$ cat config.mk
export PLATFORM = sky130hd
export DESIGN_NAME = mmio_sensor_bridge
export DESIGN_NICKNAME = d
export VERILOG_FILES = /design/src/rtl/mmio_sensor_bridge.sv
export SDC_FILE = /design/constraint.sdc
export NUM_CORES = 1
export LEC_CHECK = 0
export BUFFER_PORTS_ARGS = -buffer_cell sky130_fd_sc_hd__buf_4
export CORE_MARGIN = 3
export CORE_UTILIZATION = 56
export CTS_CLUSTER_DIAMETER = 100
export DETAILED_ROUTE_END_ITERATION = 6
export HOLD_SLACK_MARGIN = 0.05
export PLACE_DENSITY_LB_ADDON = 0.1
export RECOVER_POWER = 25
export SLEW_MARGIN = 15
export SYNTH_ARGS = -nofsm -noshare
export SYNTH_HDL_FRONTEND = slang
export SYNTH_SLANG_ARGS = --single-unit
$ cat constraint.sdc
create_clock -name clock -period 4.2 [get_ports clock]
set_clock_uncertainty 0.2 [all_clocks]
set_input_delay 0.63 -clock clock [delete_from_list [all_inputs] [get_ports clock]]
set_output_delay 0.63 -clock clock [all_outputs]
set_load 0.1 [all_outputs]
$ cat src/rtl/mmio_sensor_bridge.sv
// mmio_sensor_bridge
// Memory-mapped responder sitting beside dmem. The top 256-word window
// (0xF00-0xFFF) is claimed here; all other addresses pass through to dmem.
// Inside the window it exposes a sensor sample FIFO (status, head, pop,
// overflow clear) and one brightness register per LED, which feeds a
// free-running PWM comparator that drives the light array.

module mmio_sensor_bridge #(
  parameter int FIFO_DEPTH = 16,
  parameter int SAMPLE_W   = 12,
  parameter int NUM_LEDS   = 8,
  parameter int PWM_W      = 8
) (
  input  logic                clock,
  input  logic                reset,
  input  logic [11:0]         address_dmem,
  input  logic [31:0]         data,
  input  logic                wren,
  output logic                mmio_sel,
  output logic                dmem_wren,
  output logic [31:0]         q_mmio,
  input  logic                sample_valid,
  input  logic [SAMPLE_W-1:0] sample_data,
  output logic [NUM_LEDS-1:0] led_out
);

  // Pointer width covers FIFO_DEPTH entries; the count needs one extra bit
  // so that "full" (count == FIFO_DEPTH) is representable.
  localparam int PTR_W = (FIFO_DEPTH > 1) ? $clog2(FIFO_DEPTH) : 1;
  localparam int CNT_W = PTR_W + 1;

  localparam logic [CNT_W-1:0] DEPTH_CNT = CNT_W'(FIFO_DEPTH);

  localparam logic [7:0] ADDR_STATUS = 8'h00;
  localparam logic [7:0] ADDR_SDATA  = 8'h01;
  localparam logic [7:0] ADDR_POP    = 8'h02;
  localparam logic [7:0] ADDR_CLR    = 8'h03;
  localparam logic [7:0] ADDR_BRIGHT = 8'h10;

  // Sample storage and FIFO bookkeeping
  logic [SAMPLE_W-1:0] fifo_mem [FIFO_DEPTH];
  logic [PTR_W-1:0]    rd_ptr;
  logic [PTR_W-1:0]    wr_ptr;
  logic [CNT_W-1:0]    count;
  logic                overflow;

  // LED brightness registers and the shared PWM timebase
  logic [PWM_W-1:0]    bright [NUM_LEDS];
  logic [PWM_W-1:0]    pwm_cnt;

  // Decoded bus request
  logic [7:0]          reg_addr;
  logic                reg_wr;
  logic                pop_req;
  logic                clr_req;

  // FIFO control for this cycle
  logic                fifo_empty;
  logic                fifo_full;
  logic                do_pop;
  logic                do_push;
  logic                drop_sample;

  // Read-side helpers
  logic [31:0]         status_word;
  logic [31:0]         head_word;

  // Only the low PWM_W bits of write data reach the brightness registers;
  // the rest of the word is intentionally discarded.
  generate
    if (PWM_W < 32) begin : g_unused_data
      logic unused_data_bits;
      assign unused_data_bits = ^data[31:PWM_W];
    end
  endgenerate

  // Window decode and the dmem write gate are pure address logic so the
  // processor sees the read mux select with no added latency.
  assign mmio_sel  = (address_dmem[11:8] == 4'hF);
  assign dmem_wren = wren & ~mmio_sel;
  assign reg_addr  = address_dmem[7:0];
  assign reg_wr    = wren & mmio_sel;
  assign pop_req   = reg_wr && (reg_addr == ADDR_POP);
  assign clr_req   = reg_wr && (reg_addr == ADDR_CLR) && data[0];

  // A push is blocked only when the FIFO is full and nothing leaves it in the
  // same cycle; a pop on an empty FIFO is simply ignored.
  assign fifo_empty  = (count == '0);
  assign fifo_full   = (count == DEPTH_CNT);
  assign do_pop      = pop_req & ~fifo_empty;
  assign do_push     = sample_valid & (~fifo_full | do_pop);
  assign drop_sample = sample_valid & fifo_full & ~do_pop;

  // Sample storage is not reset: entries are only visible between push and
  // pop, and an empty FIFO always reads back zero.
  always_ff @(posedge clock) begin
    if (do_push) begin
      fifo_mem[wr_ptr] <= sample_data;
    end
  end

  // FIFO pointers, occupancy and the sticky overflow flag; a dropped sample
  // takes priority over a clear arriving in the same cycle.
  always_ff @(posedge clock or negedge reset) begin
    if (!reset) begin
      rd_ptr   <= '0;
      wr_ptr   <= '0;
      count    <= '0;
      overflow <= 1'b0;
    end else begin
      if (do_push) begin
        wr_ptr <= wr_ptr + PTR_W'(1);
      end
      if (do_pop) begin
        rd_ptr <= rd_ptr + PTR_W'(1);
      end
      case ({do_push, do_pop})
        2'b10:   count <= count + CNT_W'(1);
        2'b01:   count <= count - CNT_W'(1);
        default: count <= count;
      endcase
      if (drop_sample) begin
        overflow <= 1'b1;
      end else if (clr_req) begin
        overflow <= 1'b0;
      end
    end
  end

  // Brightness registers, one per LED, written through the window.
  always_ff @(posedge clock or negedge reset) begin
    if (!reset) begin
      for (int i = 0; i < NUM_LEDS; i++) begin
        bright[i] <= '0;
      end
    end else if (reg_wr) begin
      for (int i = 0; i < NUM_LEDS; i++) begin
        if (reg_addr == (ADDR_BRIGHT + 8'(i))) begin
          bright[i] <= data[PWM_W-1:0];
        end
      end
    end
  end

  // Free-running PWM timebase shared by every LED, wrapping naturally.
  always_ff @(posedge clock or negedge reset) begin
    if (!reset) begin
      pwm_cnt <= '0;
    end else begin
      pwm_cnt <= pwm_cnt + PWM_W'(1);
    end
  end

  // LED drive compares the timebase against each brightness, so a new value
  // is seen on the cycle after its write and zero keeps the LED dark.
  always_comb begin
    led_out = '0;
    for (int i = 0; i < NUM_LEDS; i++) begin
      led_out[i] = (pwm_cnt < bright[i]);
    end
  end

  // Status and head-of-FIFO words assembled for the read mux.
  always_comb begin
    status_word       = '0;
    status_word[7:0]  = 8'(count);
    status_word[8]    = fifo_empty;
    status_word[9]    = fifo_full;
    status_word[10]   = overflow;
    head_word         = '0;
    if (!fifo_empty) begin
      head_word = 32'(fifo_mem[rd_ptr]);
    end
  end

  // Read mux: zero outside the window and at unmapped or write-only offsets.
  always_comb begin
    q_mmio = '0;
    if (mmio_sel) begin
      case (reg_addr)
        ADDR_STATUS: q_mmio = status_word;
        ADDR_SDATA:  q_mmio = head_word;
        default: begin
          for (int i = 0; i < NUM_LEDS; i++) begin
            if (reg_addr == (ADDR_BRIGHT + 8'(i))) begin
              q_mmio = 32'(bright[i]);
            end
          end
        end
      endcase
    end
  end

endmodule
Yosys cells after proc, flatten, opt, wreduce, memory -nomap -nowiden
Memory sizes are Yosys's and may differ from the RTL's.
Index checks and enable logic that the tools add are counted.
{"block": "op_classes", "n_mux": 16, "n_reduce_logical": 15, "n_addsub": 5, "n_eq_ne": 15, "n_lt_le_gt_ge": 8, "bitwise_logic": 11}
{"operator": "two-way mux 32 bit", "count": 8}
{"operator": "== test 8 x 5 -> 1 bit, second input constant", "count": 8}
{"operator": "less-than comparator 8 bit", "count": 8}
{"operator": "case mux 32 bit (2 select lines)", "count": 1}
{"operator": "== test 8 x 2 -> 1 bit, second input constant", "count": 2}
{"operator": "AND reduction 2 bit", "count": 8}
{"operator": "two-way mux 12 bit", "count": 1}
{"operator": "case mux 5 bit (2 select lines)", "count": 1}
{"operator": "adder 4 x 1 -> 4 bit, second input constant", "count": 2}
{"operator": "adder 8 x 1 -> 8 bit, second input constant", "count": 1}
{"operator": "== test 8 x 1 -> 1 bit, second input constant", "count": 1}
{"operator": "logical NOT 8 bit", "count": 1}
{"operator": "two-way mux 8 bit", "count": 1}
{"operator": "bitwise AND 1 bit", "count": 6}
{"operator": "adder 5 x 1 -> 5 bit, second input constant", "count": 1}
{"operator": "== test 5 bit, second input constant", "count": 1}
{"operator": "logical NOT 5 bit", "count": 1}
{"operator": "subtractor 5 x 1 -> 5 bit, second input constant", "count": 1}
{"operator": "== test 4 bit, second input constant", "count": 1}
{"operator": "two-way mux 1 bit", "count": 4}
{"operator": "NOT 1 bit", "count": 4}
{"operator": "nonzero test 2 bit", "count": 2}
{"operator": "logical AND 1 bit", "count": 3}
{"operator": "== test 2 x 1 -> 1 bit, second input constant", "count": 1}
{"operator": "other kinds (2)", "count": 2}
{"block": "word_totals", "input_bits": 60, "ram_bits": 192, "word_cells": 84, "output_inout_bits": 42, "mem_count": 1, "reg_bits": 86}
{"memory": "fifo_mem", "words": 16, "width": 12, "rd": 1, "rd_clocked_by_memory_dff": 0, "write_ports": 1, "line_no": "41", "rtl": "logic [SAMPLE_W-1:0] fifo_mem [FIFO_DEPTH];"}

Logic depth before layout (Yosys ltp)
Gate-level depths: netlist (run 1).
{"block": "logic_depth", "depth_word": 11, "depth_mapped": 11, "mapped_depth_nobuf": 11}

Worst setup path after synthesis (run 1)
OpenSTA, ideal clock, no wires.
{"block": "synth_timing", "path_kind": "register to output", "start": "reg pwm_cnt[1]", "end": "out led_out[1]", "arrival_ns": 4.287, "slack_ns": -0.917, "stages_incl_launch_ff": 7, "required_time_ns": 3.370, "n_path_buf": 0, "cell_sequence": "dfrtp_1 > ha_1 > a21boi_0 > o21a_1 > o21ai_0 > a21oi_1 > o41ai_1"}
{"block": "synth_via", "elab_chain_cells": 1}
{"element": "start: declaration", "line_no": "49", "rtl": "logic [PWM_W-1:0] pwm_cnt;"}
{"element": "start signal: assignment", "line_no": "150", "rtl": "pwm_cnt <= pwm_cnt + PWM_W'(1);"}
{"element": "less-than comparator 8 bit", "line_no": "159", "rtl": "led_out[i] = (pwm_cnt < bright[i]);"}
{"element": "end: declaration", "line_no": "24", "rtl": "output logic [NUM_LEDS-1:0] led_out"}
No other way between the ends.

Worst setup path in the final report (run 1)
{"block": "layout_timing", "start": "reg rd_ptr[0]", "end": "out q_mmio[4]"}
{"block": "layout_via", "elab_chain_cells": 4}
{"element": "start: declaration", "line_no": "42", "rtl": "logic [PTR_W-1:0] rd_ptr;"}
{"element": "start signal: assignment", "line_no": "115", "rtl": "rd_ptr <= rd_ptr + PTR_W'(1);"}
{"element": "memory read (16 x 12 bit)"}
{"element": "two-way mux 12 bit", "line_no": "171", "rtl": "if (!fifo_empty) begin"}
{"element": "case mux 32 bit (2 select lines)", "line_no": "180", "rtl": "case (reg_addr)"}
{"element": "two-way mux 32 bit", "line_no": "179", "rtl": "if (mmio_sel) begin"}
{"element": "end: declaration", "line_no": "21", "rtl": "output logic [31:0] q_mmio,"}
No other way between the ends.

==> impl_metrics.json, run 1 <==
{
  "final.fill_count": 1710,
  "holdCritPathClass": "input port to register",
  "cts-root-buf": "clkbuf_16",
  "synth_top_family_by_area": "multiplexers",
  "reg2reg_depth": 10,
  "dpl.cell_count": 1314,
  "start_kind": "register",
  "maxCapViolCount": 0,
  "fp.dieArea_um2": 25400,
  "worstMarginPinSlew_ps": 989,
  "dpl.hpwl_um": 20600,
  "grt-ovfl-total": 0,
  "cp_data_arrival_time_ps": 3110,
  "r2r-start": "count[0]",
  "vias_per_cell": 5.74,
  "yosysWarnings": 0,
  "hold_viol": 0,
  "synth_cells": 952,
  "ys_seq_area_share_pct": 60.1,
  "syn_avg_cell_area_um2": 13.8,
  "mostFrequentLayoutCell": "edfxtp_1",
  "drtPass1Iterations": 7,
  "ctsHoldBuffers": 1,
  "grt_max_degree": 59,
  "initial_utilization_pct": 57.6,
  "final_cell_mix": "192 x edfxtp_1, 87 x nand2_1, 84 x dfrtp_1",
  "synthAdderAreaFrac_pct": 6.33,
  "r2r-end": "count[4]",
  "synth-xor-area-share_pct": 1.06,
  "cts_setup_buffers": 0,
  "pre_cts_ws_ps": 614,
  "status": "finished clean",
  "ant_nets": 0,
  "grt_pass1_vias": 8146,
  "clock_path_buffers": 3,
  "fin_cells": 1369,
  "via_count": 7860,
  "synth_simple_gate_area_share_pct": 7.43,
  "die_w_um": 159,
  "power_density_nw_per_um2": 429,
  "drt_iter0_drc": 554,
  "route.detailed.drc": 0,
  "antenna_cells": 0,
  "grt_usage_pct": 23.6,
  "syn_area_um2": 13200,
  "worstSetupEndpoint": "q_mmio[4]",
  "core_um2": 22800,
  "placed_area_um2": 14100,
  "cts_max_level": 1,
  "path_max_fanout": 14,
  "layout_setup_ws_ps": 259,
  "slew_viol_final": 0,
  "max_freq_ghz": 0.254,
  "post_cts_resized": 0,
  "antenna_found_initial": 0,
  "setup-tns-final_ps": 0,
  "yosysUniqueCellTypes": 57,
  "clkTransAtPathRegs_ps": 60,
  "clock-sinks": 278,
  "cts_tree": "built",
  "io_pins": 102,
  "rsz0062_at_grt": "false",
  "layout.nets": 1159,
  "dominantRegCellSynth": "edfxtp_1",
  "drt-total-wl_um": 29300,
  "ys_seq_elements": 278,
  "clk_latency_ps": 540,
  "required_ps": 3370,
  "synth.area.mux_share_pct": 13.1,
  "place_congestion": 0.893,
  "regToRegSetupSlack_ps": 980,
  "power_leakage_uw": 0.00588,
  "post_drt_wl_per_cell_um": 21.4,
  "relSlewSlack_pct": 33.8,
  "period_share_pct": 93.8,
  "port_buffers": 57,
  "grt_pass1_wl_um": 46600,
  "areaGrowthSynthToFinish_pct": 13.9,
  "setup_viol": 0,
  "worst_setup_path_end_kind": "primary output",
  "synthArstFlopShare_pct": 30.9,
  "period_needed_ps": 3940,
  "layout-drive-gt1-share_pct": 23.2,
  "rows": 55,
  "synth_edf_count": 192,
  "worstSetupStartpoint": "rd_ptr[0]",
  "crit_type": "register to primary output",
  "synth-compound-area-share_pct": 7.47,
  "ir_drop_uv": 397,
  "fp.dieH_um": 159,
  "numCtsBuffers": 29,
  "stdcell_area_um2": 15000
}
==> kinds of logic after synthesis <==
| logic type | after synthesis |
|---|---|
| AO/OA/AOI/OAI | 164 |
| XOR/XNOR | 16 |
| adder cells (fa/ha/maj) | 66 |
| buffers and inverters | 129 |
| flip-flops | 278 |
| multiplexers | 94 |
| other | 1 |
| AND/OR/NAND/NOR | 204 |
==> synthesized netlist by cell type, drive strengths merged (9+ instances only) <==
library cell / count / area share (%)
nand2: 89 / 2.6
a21oi: 36 / 1.4
edfxtp: 192 / 44
xnor2: 11 / 0.73
a31oi: 9 / 0.43
clkbuf: 23 / 0.66
nor2: 54 / 1.6
inv: 62 / 1.8
buf: 41 / 1.9
mux2: 27 / 2.4
o21ai: 70 / 2.7
ha: 65 / 6.2
o21a: 9 / 0.51
mux4: 59 / 10
nor2b: 9 / 0.43
a211oi: 9 / 0.51
nor3: 19 / 0.85
dfrtp: 86 / 16
==> worst max-delay path, stage by stage (launching register included) <==
cell	delay, ps
dfrtp_4	630
buf_4	260
mux4_2	510
nor2b_1	140
a211oi_1	330
a31oi_1	170
a21oi_1	200
nor2_1	80
buf_4	230
==> power by group <==
part,leakage [uW],switching [uW],internal [uW]
registers,0.00267,117,3180
logic,0.00278,462,253
clock network,0.000433,1030,1390
total,0.00588,1610,4830
==> worst min path at each step <==
stage,endpoint,slack (ps),start,cells past startpoint
final,overflow,170,sample_valid,3
after global routing,bright[15],170,data[7],3
after CTS,bright[46],150,data[6],3
after detailed placement,bright[52],300,bright[52],1
after global placement,bright[52],290,bright[52],1
after floorplan,bright[0],130,reset,0
==> state kept, by name, indices dropped and copies added, names as in the netlist <==
name and count:
wr_ptr 4, fifo_mem 192, count 5, rd_ptr 4, overflow 1, pwm_cnt 8
bright 64
==> layer usage <==
layer | vias to the layer above | track usage [%] | wire (um)
li1 | 3667 | - | -
met1 | 3941 | 31.0 | 12200
met2 | 195 | 41.9 | 15200
met3 | 57 | 2.81 | 1210
met4 | 0 | 6.41 | 687
met5 | - | 0 | 0
==> stage by stage <==
step | total power (uW) | hold slack (ps) | util (%)
final | 6440 | 170 | 65.7
after global routing | 6690 | 174 | 65.7
after CTS | 6500 | 155 | 65.8
after detailed placement | 4080 | 296 | 61.8
after global placement | 4060 | 291 | 61.8
after floorplan | 3800 | 134 | -
==> area by class of cell <==
cell class	instances	area (um^2)	share of cell area (%)
clock inverter	21	168	1.12
tap	313	392	2.61
inverter	65	244	1.63
multi-input combinational	564	4830	32.2
sequential	278	7920	52.8
timing repair buffer	95	703	4.69
clock buffer	33	741	4.94
Note: power is estimated with default switching activity, not from simulation.
==> run 2, diff against run 1 <==
Settings changed: CORE_UTILIZATION 56 to 45, CTS_BUF_LIST set to sky130_fd_sc_hd__clkbuf_8.
==> run 2 against run 1 <==
Compared with the run above: fmax is 0.80% lower; combinational power is 2.9% higher; total power is 1.1% lower; worst setup slack worse by 32 ps; largest cell class unchanged; first-iteration DRC count is 19% lower; clock power is 4% lower; utilization is 12 points lower; critical path type unchanged; count of clock-buffer cells in the layout is 14 higher; die area is 23% higher; sequential power hardly changed.
==> impl_metrics.json, run 2 (same netlist as run 1, synthesis figures left out) <==
{
  "grt_pass1_wl_um": 46900,
  "post_cts_resized": 0,
  "switching_share_pct": 26.4,
  "layout-drive-gt1-share_pct": 24.0,
  "layout.nets": 1181,
  "post_drt_wl_per_cell_um": 21.0,
  "setup_viol": 0,
  "pwr-share-clk_pct": 36.6,
  "drt_iter0_drc": 449,
  "clk_latency_ps": 560,
  "start_kind": "register",
  "crit_type": "register to primary output",
  "ant_nets": 0,
  "place_congestion": 0.778,
  "maxCapViolCount": 0,
  "die_w_um": 177,
  "drtPass1Iterations": 5,
  "grt-ovfl-total": 0,
  "grt_usage_pct": 19.9,
  "cts-root-buf": "clkbuf_8",
  "core_um2": 28300,
  "fin_util_pct": 53.3,
  "power.switching_uw": 1680,
  "clkTransAtPathRegs_ps": 70,
  "setup-tns-final_ps": 0,
  "clock-sinks": 278,
  "drt-total-wl_um": 30800,
  "antenna_found_initial": 0,
  "finalPower_uw": 6370,
  "largest-register": "fifo_mem",
  "combPwrFrac_pct": 11.6,
  "worstMarginPinSlew_ps": 964,
  "io_pins": 102,
  "initial_utilization_pct": 46.5,
  "ir_drop_uv": 446,
  "path_max_fanout": 17,
  "rsz0062_at_grt": "false",
  "numCtsBuffers": 47,
  "reg_top3": "fifo_mem (192), bright (64), pwm_cnt (8)",
  "stdcell_area_um2": 15100,
  "vias_per_cell": 5.36,
  "fp.dieH_um": 177,
  "cp_data_arrival_time_ps": 3140,
  "mostFrequentLayoutCell": "edfxtp_1",
  "max_freq_ghz": 0.252,
  "dpl.hpwl_um": 21200,
  "clock_path_buffers": 3,
  "slew_viol_final": 0,
  "intPower_uw": 4680,
  "cts_setup_buffers": 0,
  "areaGrowthSynthToFinish_pct": 14.6,
  "seqPwrFrac_pct": 51.9,
  "cts_tree": "built",
  "largest_reg_flops": 192,
  "hold_viol": 0,
  "worst_setup_path_end_kind": "primary output",
  "via_count": 7857,
  "status": "finished clean",
  "power_leakage_uw": 0.00598,
  "relSlewSlack_pct": 35.5,
  "period_share_pct": 94.6,
  "grt_pass1_vias": 7961,
  "port_buffers": 57,
  "grt_max_degree": 37,
  "period_needed_ps": 3970,
  "fp.dieArea_um2": 31300,
  "cts_max_level": 2,
  "required_ps": 3370,
  "placed_area_um2": 14200,
  "final_cell_mix": "192 x edfxtp_1, 87 x nand2_1, 85 x buf_4",
  "route.detailed.drc": 0,
  "rows": 61,
  "antenna_cells": 0,
  "power_density_nw_per_um2": 422,
  "holdCritPathClass": "input port to register"
}
## run 2: cell types whose count changed in the layout (fill, tap and decap cells not counted), sizes merged
cell / change
clkbuf: +15
clkinv: +3
inv: +15
bufinv: +1
clkinvlp: -5
buf: +3
## run 2: worst paths after layout
check                        startpoint    endpoint  slack (ps)  depth (start not counted)
hold reg to reg              bright[52]  bright[52]         300                          1
max in group asynchronous         reset  bright[29]        2580                          3
setup reg to reg               count[0]    count[4]        1000                         11
setup / recovery              rd_ptr[2]   q_mmio[3]         230                          8
min in group asynchronous         reset  bright[63]         400                          2
hold / removal             sample_valid    overflow         140                          3
## run 2: cell type report
cell class	instances	area [um^2]
clock buffer	47	647
clock inverter	35	245
fill	2375	13200
inverter	65	244
multi-input combinational	564	4830
sequential	278	7920
tap	378	473
timing repair buffer	99	729
## run 2: per-stage QoR
step / instances / hold WS [ps] / worst slack [ps]
2_1_floorplan: 971 / 134 / 33.8
3_3_place_gp: 1383 / 287 / 634
3_5_place_dp: 1383 / 294 / 615
4_1_cts: 1466 / 106 / 150
5_1_grt: 1466 / 131 / 44.5
6_report: 1466 / 142 / 227
## run 2: power groups by stage
| stage | clock network [uW] | logic, uW | registers, uW |
|---|---|---|---|
| after CTS | 2400 | 754 | 3300 |
| after global routing | 2520 | 800 | 3320 |
| after global placement | 0 | 743 | 3350 |
| after detailed placement | 0 | 753 | 3350 |
| final | 2330 | 736 | 3300 |
| after floorplan | 0 | 507 | 3300 |
## run 2: worst max-delay path, cell delays in order, from the launching register on
cell	delay (ps)
dfrtp_1	910
buf_4	340
mux4_2	310
nor2b_1	140
a211oi_1	310
a31oi_1	110
a21oi_1	170
nor2_1	50
buf_4	240
## run 2: timing repair
| action | in CTS | in global routing |
|---|---|---|
| endpoints found under the hold margin | 34 | 0 |
| hold buffers | 1 | 0 |
| setup endpoints to repair | 0 | 0 |
## run 2: per-layer routing
metal / global-route usage, % / vias up / routed length (um)
li1: - / 3711 / -
met3: 2.77 / 45 / 1220
met1: 25.8 / 3913 / 13100
met5: 0 / - / 0
met2: 35.1 / 188 / 15900
met4: 5.17 / 0 / 612
